File: config.mk
export PLATFORM = sky130hd
export DESIGN_NAME = nr_divider_seq
export DESIGN_NICKNAME = d
export VERILOG_FILES = /design/src/rtl/nr_divider_seq.sv
export SDC_FILE = /design/constraint.sdc
export NUM_CORES = 1
export LEC_CHECK = 0
export ABC_CLOCK_PERIOD_IN_PS = 4100
export CAP_MARGIN = 10
export CORE_MARGIN = 2
export CORE_UTILIZATION = 45
export CTS_CLUSTER_SIZE = 30
export DETAILED_ROUTE_END_ITERATION = 10
export PLACE_DENSITY_LB_ADDON = 0.08
export SLEW_MARGIN = 20
export SYNTH_ARGS = -nofsm -noshare
export SYNTH_HDL_FRONTEND = slang
export SYNTH_SLANG_ARGS = --single-unit
File: constraint.sdc
create_clock -name clk -period 4.1 [get_ports clk]
set_clock_uncertainty 0.2 [all_clocks]
set_input_delay 0.41 -clock clk [delete_from_list [all_inputs] [get_ports clk]]
set_output_delay 0.41 -clock clk [all_outputs]
set_load 0.02 [all_outputs]
File: src/rtl/nr_divider_seq.sv
// rtl/nr_divider_seq.sv - sequential unsigned non-restoring divider with start/done handshake
//
// add_sub: W-bit adder/subtractor, sum = a + b (mode=0) or a - b (mode=1).
//   Only the low W bits are produced; the carry-out is not needed here.
//
// nr_divider_seq ports:
//   clk, rst           clock (rising edge), asynchronous active-high reset
//   start              request a division, accepted only while idle
//   dividend, divisor  unsigned operands, sampled on the accepting edge
//   busy               high while iterating and correcting
//   done               one-cycle pulse; results valid from this cycle on
//   quotient           registered quotient, held until the next accepted start
//   remainder          registered remainder, held until the next accepted start
//   div_by_zero        registered flag, held with the results

module add_sub #(
    parameter int W = 7
) (
    input  logic [W-1:0] a,
    input  logic [W-1:0] b,
    input  logic         mode,
    output logic [W-1:0] sum
);
    // Two's complement subtract: invert b and inject mode as the carry-in.
    assign sum = a + (b ^ {W{mode}}) + {{(W-1){1'b0}}, mode};
endmodule

module nr_divider_seq #(
    parameter int SIZE = 5
) (
    input  logic            clk,
    input  logic            rst,
    input  logic            start,
    input  logic [SIZE-1:0] dividend,
    input  logic [SIZE-1:0] divisor,
    output logic            busy,
    output logic            done,
    output logic [SIZE-1:0] quotient,
    output logic [SIZE-1:0] remainder,
    output logic            div_by_zero
);
    localparam int RW = SIZE + 2;
    localparam int CW = (SIZE > 1) ? $clog2(SIZE) : 1;

    typedef enum logic [1:0] {IDLE, RUN, CORRECT, DONE} state_t;

    state_t          state, state_nx;
    logic [RW-1:0]   r;
    logic [RW-1:0]   d;
    logic [SIZE-1:0] q;
    logic [CW-1:0]   cnt;
    logic [RW-1:0]   add_a;
    logic [RW-1:0]   add_sum;
    logic            add_mode;
    logic            r_neg;

    assign r_neg = r[RW-1];

    // RUN feeds the shifted partial remainder and picks subtract/add from
    // the sign of R; CORRECT reuses the same adder to add D back.
    always_comb begin
        add_a    = r;
        add_mode = 1'b0;
        if (state == RUN) begin
            add_a    = {r[SIZE:0], q[SIZE-1]};
            add_mode = ~r_neg;
        end
    end

    add_sub #(.W(RW)) u_add_sub (
        .a    (add_a),
        .b    (d),
        .mode (add_mode),
        .sum  (add_sum)
    );

    always_ff @(posedge clk or posedge rst) begin
        if (rst) begin
            state <= IDLE;
        end else begin
            state <= state_nx;
        end
    end

    always_comb begin
        state_nx = state;
        busy     = 1'b0;
        done     = 1'b0;
        case (state)
            IDLE: begin
                if (start) begin
                    state_nx = (divisor == '0) ? DONE : RUN;
                end
            end
            RUN: begin
                busy = 1'b1;
                if (cnt == CW'(SIZE - 1)) begin
                    state_nx = CORRECT;
                end
            end
            CORRECT: begin
                busy     = 1'b1;
                state_nx = DONE;
            end
            DONE: begin
                done     = 1'b1;
                state_nx = IDLE;
            end
            default: state_nx = IDLE;
        endcase
    end

    always_ff @(posedge clk or posedge rst) begin
        if (rst) begin
            r           <= '0;
            q           <= '0;
            d           <= '0;
            cnt         <= '0;
            quotient    <= '0;
            remainder   <= '0;
            div_by_zero <= 1'b0;
        end else begin
            case (state)
                IDLE: begin
                    if (start) begin
                        if (divisor == '0) begin
                            // Results are published on this edge, so DONE
                            // follows immediately with no iterations.
                            quotient    <= '1;
                            remainder   <= dividend;
                            div_by_zero <= 1'b1;
                        end else begin
                            r           <= '0;
                            q           <= dividend;
                            d           <= {2'b00, divisor};
                            cnt         <= '0;
                            div_by_zero <= 1'b0;
                        end
                    end
                end
                RUN: begin
                    r   <= add_sum;
                    q   <= {q[SIZE-2:0], ~add_sum[RW-1]};
                    cnt <= cnt + CW'(1);
                end
                CORRECT: begin
                    r         <= r_neg ? add_sum : r;
                    quotient  <= q;
                    remainder <= r_neg ? add_sum[SIZE-1:0] : r[SIZE-1:0];
                end
                default: ;
            endcase
        end
    end
endmodule

==> flow_metrics.py, run 1 <==
metrics = {
    "status": {
        "status": "completed",
    },
    "yosys": {
        "synthArstFlopShare": 1.00,
        "synthDominantCellAreaShare": 0.380,
        "synthFlopType": "dfrtp_1",
        "synth_most_common_cell": "dfrtp_1",
        "ys_seq_elements": 33,
        "synth_edf_count": 0,
        "syn_inst": 229,
        "synth_commonest_cells": "33 x dfrtp_1, 23 x nor2_1, 19 x inv_1",
        "syn_avg_cell_area_um2": 9.50,
        "yosysWarnings": 0,
        "synthesis.nets": 255,
        "ys_seq_area_frac": 0.380,
        "synth.distinct_cells": 50,
        "yosysTopAreaCell": "dfrtp_1",
        "synth_area_um2": 2170,
        "ys_top_cells_by_area": "dfrtp_1 38%, ha_1 6.9%, mux2_2 6.7%",
    },
    "pwr": {
        "p_leak_uw": 0.00108,
        "power_density_nw_per_um2": 847,
        "p_seq_frac": 0.254,
        "combPwrFrac": 0.602,
        "pwr-share-clk": 0.144,
        "swShare": 0.437,
        "power.internal_uw": 1230,
        "switching_power_uw": 956,
        "worst_ir_drop_vdd_uv": 526,
    },
    "cts": {
        "cts.path.max_buffers": 2,
        "cts_resized": 0,
        "postCtsSetupBuffers": 0,
        "hold_buffers": 0,
        "cts_root_buf": "clkbuf_8",
        "clk_pin_slew_ns": 0.07,
        "cts-buffers-inserted": 5,
        "h-tree-depth": 2,
        "clock_sinks": 33,
        "clkLatencyLatePin_ns": 0.28,
        "cts_tree": "built",
    },
    "die": {
        "die_w_um": 73.5,
        "dieArea_um2": 5400,
        "rows": 25,
        "die_y_um": 73.5,
        "design.core.area_um2": 4690,
        "start_util": 0.463,
        "pin_count": 26,
    },
    "cells_and_area": {
        "stdcell_area_um2": 2580,
        "multiInputGateArea_um2": 1220,
        "drive_gt1_frac": 0.148,
        "nets": 282,
        "fill_cells": 431,
        "instances_no_fill": 311,
        "diodes": 0,
        "register_area_um2": 826,
        "areaGrowthSynthToFinish_pct": 18.9,
    },
    "detailed_routing": {
        "drc": 0,
        "via_per_inst": 5.41,
        "vias": 1683,
        "avgRoutedWirePerCell_um": 14.6,
        "drt-total-wl_mm": 4.55,
        "initialDrtViolationCount": 71,
        "postRouteAntennaNets": 0,
        "drt-pass1-iter-count": 4,
    },
    "sta": {
        "finalSetupViolations": 0,
        "setup_tns_ns": 0,
        "rsz0062_at_grt": "false",
        "final-hold-violation-count": 0,
        "slew_viol_final": 0,
        "worstMarginPinSlew_ns": 0.998,
        "slew_headroom": 0.335,
        "fin_ws_ns": 0.766,
        "min_period_over_period": 0.813,
        "fmax_ghz": 0.300,
        "fin_crit_ns": 3.33,
    },
    "global_route": {
        "grt_pass1_vias": 1666,
        "grt_pass1_wl_mm": 7.91,
        "grtUsageTotal": 0.189,
        "grt_overflow": 0,
        "antenna_found_initial": 0,
        "grt_max_degree": 34,
    },
    "place": {
        "post_dp_cell_area_um2": 2470,
        "dp.cells": 303,
        "pre_cts_ws_ns": 0.745,
        "port_buffers": 25,
        "gp_congestion": 0.793,
        "hpwl_mm": 3.38,
    },
    "hold_path": {
        "worstHoldPathType": "in -> async",
    },
    "critical_path": {
        "cp_max_fo": 16,
        "critPathLaunchType": "register",
        "arrival_ns": 3.31,
        "endpoint_kind": "register",
        "path_class": "reg -> reg",
        "cp.required_ns": 4.08,
    },
    "run": {
        "maxCapViolCount": 0,
    },
}
metrics by stage:
step / total power, uW / hold slack, ns / utilization
2_1_floorplan: 1560 / 0.267 / -
3_3_place_gp: 1880 / 0.305 / 0.526
3_5_place_dp: 1890 / 0.303 / 0.526
4_1_cts: 2210 / 0.324 / 0.551
5_1_grt: 2380 / 0.335 / 0.551
6_report: 2190 / 0.317 / 0.551
worst max-delay path, cell delays in order, from the launching register on:
cell and delay, ns:
dfrtp_1 0.41, inv_1 0.12, ha_1 0.55, nand2_1 0.32, xnor2_1 0.27, ha_1 0.28
and4b_1 0.21, a311oi_2 0.39, a21oi_2 0.10, o21a_1 0.19, o41ai_2 0.20
per-layer routing:
metal	wire length [um]	track usage	vias up
li1	-	-	850
met1	2280	0.260	795
met2	2080	0.303	31
met3	148	0.0425	7
met4	47	0.0424	0
met5	0	0	-
cell families (layout without fill, tap and decap cells):
logic type                 count (synthesis)  count (layout)  synth area share
and+or+nand+nor                           66              66             0.153
DFF                                       33              33             0.380
buffers and inverters                     29              57            0.0610
AOI/OAI and AO/OA                         58              58             0.189
adders and majority gates                 13              13            0.0782
xor gates and xnor gates                  11              11            0.0443
muxes                                     19              19            0.0949
registers in the layout, indices dropped and copies added, names as in the netlist:
signal	count
remainder	5
state	2
quotient	5
cnt	3
q	5
r	7
d	5
div_by_zero	1
cell type report:
class | count | share of cell area
Clock inverter | 1 | 0.0116
Tap cell | 54 | 0.0261
Clock buffer | 7 | 0.0334
Sequential cell | 33 | 0.319
Multi-Input combinational cell | 167 | 0.470
Inverter | 19 | 0.0276
Timing Repair Buffer | 30 | 0.111
path summary, 6_finish.rpt:
| check | from | end | slack (ns) | depth (start not counted) |
|---|---|---|---|---|
| min | rst | q[3]$_DFFE_PP0P_ | 0.32 | 3 |
| max in group asynchronous | rst | r[3]$_DFFE_PP0P_ | 3.08 | 3 |
| min reg2reg | div_by_zero$_DFFE_PP0P_ | div_by_zero$_DFFE_PP0P_ | 0.32 | 1 |
| max | state[1]$_DFFE_PP0P_ | r[5]$_DFFE_PP0P_ | 0.77 | 10 |
| max reg2reg | state[1]$_DFFE_PP0P_ | r[5]$_DFFE_PP0P_ | 0.77 | 10 |
| min in group clk | div_by_zero$_DFFE_PP0P_ | div_by_zero$_DFFE_PP0P_ | 0.32 | 1 |
placed cells by master, fill, tap and decap left out, types with 8 or more instances in the layout:
master and n:
nand2_1 15, ha_1 12, xnor2_1 9, mux2_2 13, nor2_1 23, clkdlybuf4s50_1 25, inv_1 19, a21oi_1 13
o21ai_0 13, dfrtp_1 33, a31oi_1 8
power by group through the flow:
stage               Combinational [uW]  Clock, uW  Sequential, uW
finish                            1320        315             555
global route                      1460        339             575
CTS                               1330        324             558
detailed placement                1320          0             564
global placement                  1320          0             560
floorplan                          979          0             581
Note: power is estimated with default switching activity, not from simulation.
==> run 2, diff against run 1 <==
--- a/config.mk
+++ b/config.mk
@@ -5,7 +5,7 @@
 export SDC_FILE = /design/constraint.sdc
 export NUM_CORES = 1
 export LEC_CHECK = 0
-export ABC_CLOCK_PERIOD_IN_PS = 4100
+export ABC_CLOCK_PERIOD_IN_PS = 3300
 export CAP_MARGIN = 10
 export CORE_MARGIN = 2
 export CORE_UTILIZATION = 45
==> constraint.sdc (replaced) <==
create_clock -name clk -period 3.3 [get_ports clk]
set_clock_uncertainty 0.2 [all_clocks]
set_input_delay 0.33 -clock clk [delete_from_list [all_inputs] [get_ports clk]]
set_output_delay 0.33 -clock clk [all_outputs]
set_load 0.02 [all_outputs]
==> run 2 against run 1 <==
Sequential power rose by 22%; global-route usage fell by 0.53 points; final cell count up 0.32%; combinational power rose by 24%; die area unchanged; worst hold slack worse by 0.085 ns; clock power decreased by 4%; via count fell by 2.1%; register-to-register slack worse by 0.42 ns; routed wire length is 1.9% lower; critical path type unchanged; largest cell class unchanged.
==> flow_metrics.py, run 2 (synthesis gave the netlist of run 1 again) <==
metrics = {
    "critical_path": {
        "worstPathCellList": "inv_1, ha_2, nand2_1, xnor2_1, ha_1, and4b_1, a311oi_2, a21oi_2, o21a_1, o41ai_2",
        "crit_family": "compound AO/OA/AOI/OAI gates",
        "slowest_delay_ns": 0.41,
        "reg2reg_depth": 10,
        "r2r_slack_ns": 0.35,
        "r2r_end": "r[5]$_DFFE_PP0P_",
        "endpoint_kind": "register",
        "arrival_ns": 2.93,
        "cp_num_buf_inv": 1,
        "rr_startpoint": "state[1]$_DFFE_PP0P_",
        "path_class": "reg -> reg",
        "critPathSlowestCell": "dfrtp_1",
        "cp_max_fo": 9,
        "critPathLaunchType": "register",
        "cp.required_ns": 3.28,
    },
    "pwr": {
        "p_leak_uw": 0.00107,
        "worst_ir_drop_vdd_uv": 557,
        "power_density_nw_per_um2": 1030,
    },
    "sta": {
        "min_period_over_period": 0.894,
        "final-hold-violation-count": 0,
        "slew_headroom": 0.580,
        "slew_viol_final": 0,
        "rsz0062_at_grt": "false",
        "fin_ws_ns": 0.348,
        "fmax_ghz": 0.339,
        "fin_crit_ns": 2.95,
        "worstMarginPinSlew_ns": 0.626,
        "setup_tns_ns": 0,
        "finalSetupViolations": 0,
    },
    "cts": {
        "postCtsSetupBuffers": 0,
        "clk_pin_slew_ns": 0.08,
        "cts.path.max_buffers": 2,
        "cts_root_buf": "clkbuf_8",
        "cts_tree": "built",
        "clock_sinks": 33,
        "h-tree-depth": 2,
        "clkLatencyLatePin_ns": 0.29,
        "hold_buffers": 0,
        "cts-buffers-inserted": 5,
        "cts_resized": 0,
    },
    "place": {
        "port_buffers": 25,
        "hpwl_mm": 3.36,
        "pre_cts_ws_ns": 0.246,
        "gp_congestion": 0.770,
    },
    "status": {
        "status": "completed",
    },
    "detailed_routing": {
        "via_per_inst": 5.28,
        "vias": 1647,
        "drt-pass1-iter-count": 4,
        "avgRoutedWirePerCell_um": 14.3,
        "drt-total-wl_mm": 4.47,
        "postRouteAntennaNets": 0,
        "initialDrtViolationCount": 48,
        "drc": 0,
    },
    "global_route": {
        "antenna_found_initial": 0,
        "grt_util_met3": 0.0412,
        "grtUsageTotal": 0.183,
        "grt_pass1_vias": 1527,
        "grt_most_used_layer": "met1",
        "grt_pass1_wl_mm": 7.49,
        "grt_max_degree": 34,
        "grtUsageMet1": 0.271,
        "grt.met2_usage": 0.270,
        "grt_overflow": 0,
    },
    "cells_and_area": {
        "nets": 283,
        "largest_reg_flops": 7,
        "drive_gt1_frac": 0.155,
        "fin_util": 0.546,
        "areaGrowthSynthToFinish_pct": 17.8,
        "mostFrequentLayoutCells": "33 x dfrtp_1, 25 x clkdlybuf4s50_1, 23 x nor2_1",
        "regMostFlops": "r",
        "diodes": 0,
        "layout_commonest_cell": "dfrtp_1",
    },
    "run": {
        "maxCapViolCount": 0,
    },
    "die": {
        "die_y_um": 73.5,
        "start_util": 0.463,
        "pin_count": 26,
        "design.core.area_um2": 4690,
        "die_w_um": 73.5,
        "rows": 25,
        "dieArea_um2": 5400,
    },
    "hold_path": {
        "worstHoldPathType": "in -> async",
    },
}
-- run 2: cell types whose count changed in the layout (fill, tap and decap cells not counted), sizes merged --
cell and change:
buf +1, bufinv -1, clkbuf -1, clkinv +2
-- run 2: area by class of cell --
type	count	area [um2]
Inverter	19	71.3
Sequential cell	33	826
Timing Repair Buffer	31	295
Multi-Input combinational cell	167	1220
Fill cell	433	2130
Clock inverter	2	10.0
Clock buffer	6	72.6
Tap cell	54	67.6
-- run 2: stage by stage --
step	area [um2]	hold slack, ns	total power (uW)	cells
after floorplan	2170	0.259	1940	229
after global placement	2480	0.304	2330	304
after detailed placement	2480	0.308	2340	304
after CTS	2560	0.249	2650	312
after global routing	2560	0.304	2860	312
final	2560	0.232	2630	312
-- run 2: worst max path at each step --
stage,to,slack (ns),startpoint,cells after the start
6_report,r[5]$_DFFE_PP0P_,0.35,state[1]$_DFFE_PP0P_,10
5_1_grt,r[3]$_DFFE_PP0P_,0.09,state[1]$_DFFE_PP0P_,10
4_1_cts,r[5]$_DFFE_PP0P_,0.21,state[1]$_DFFE_PP0P_,10
3_5_place_dp,r[5]$_DFFE_PP0P_,0.25,state[1]$_DFFE_PP0P_,10
3_3_place_gp,r[5]$_DFFE_PP0P_,0.33,state[1]$_DFFE_PP0P_,10
2_1_floorplan,q[0]$_DFFE_PP0P_,0.18,state[1]$_DFFE_PP0P_,11
-- run 2: report_power, final --
part	leakage, uW	internal, uW	switching [uW]	total [uW]
Sequential	0.000397	565	114	679
Clock	0.0000450	146	156	302
Combinational	0.000630	731	914	1640
Total	0.00107	1440	1180	2630
-- run 2: tightest hold or removal path, stage by stage --
cell and delay [ns]:
clkdlybuf4s50_1 0.39, inv_1 0.05, buf_4 0.38
-- run 2: per-layer routing --
layer / vias up / routed length [um]
met5: - / 0
met4: 0 / 54
met3: 5 / 195
met2: 40 / 1890
met1: 744 / 2320
li1: 858 / -
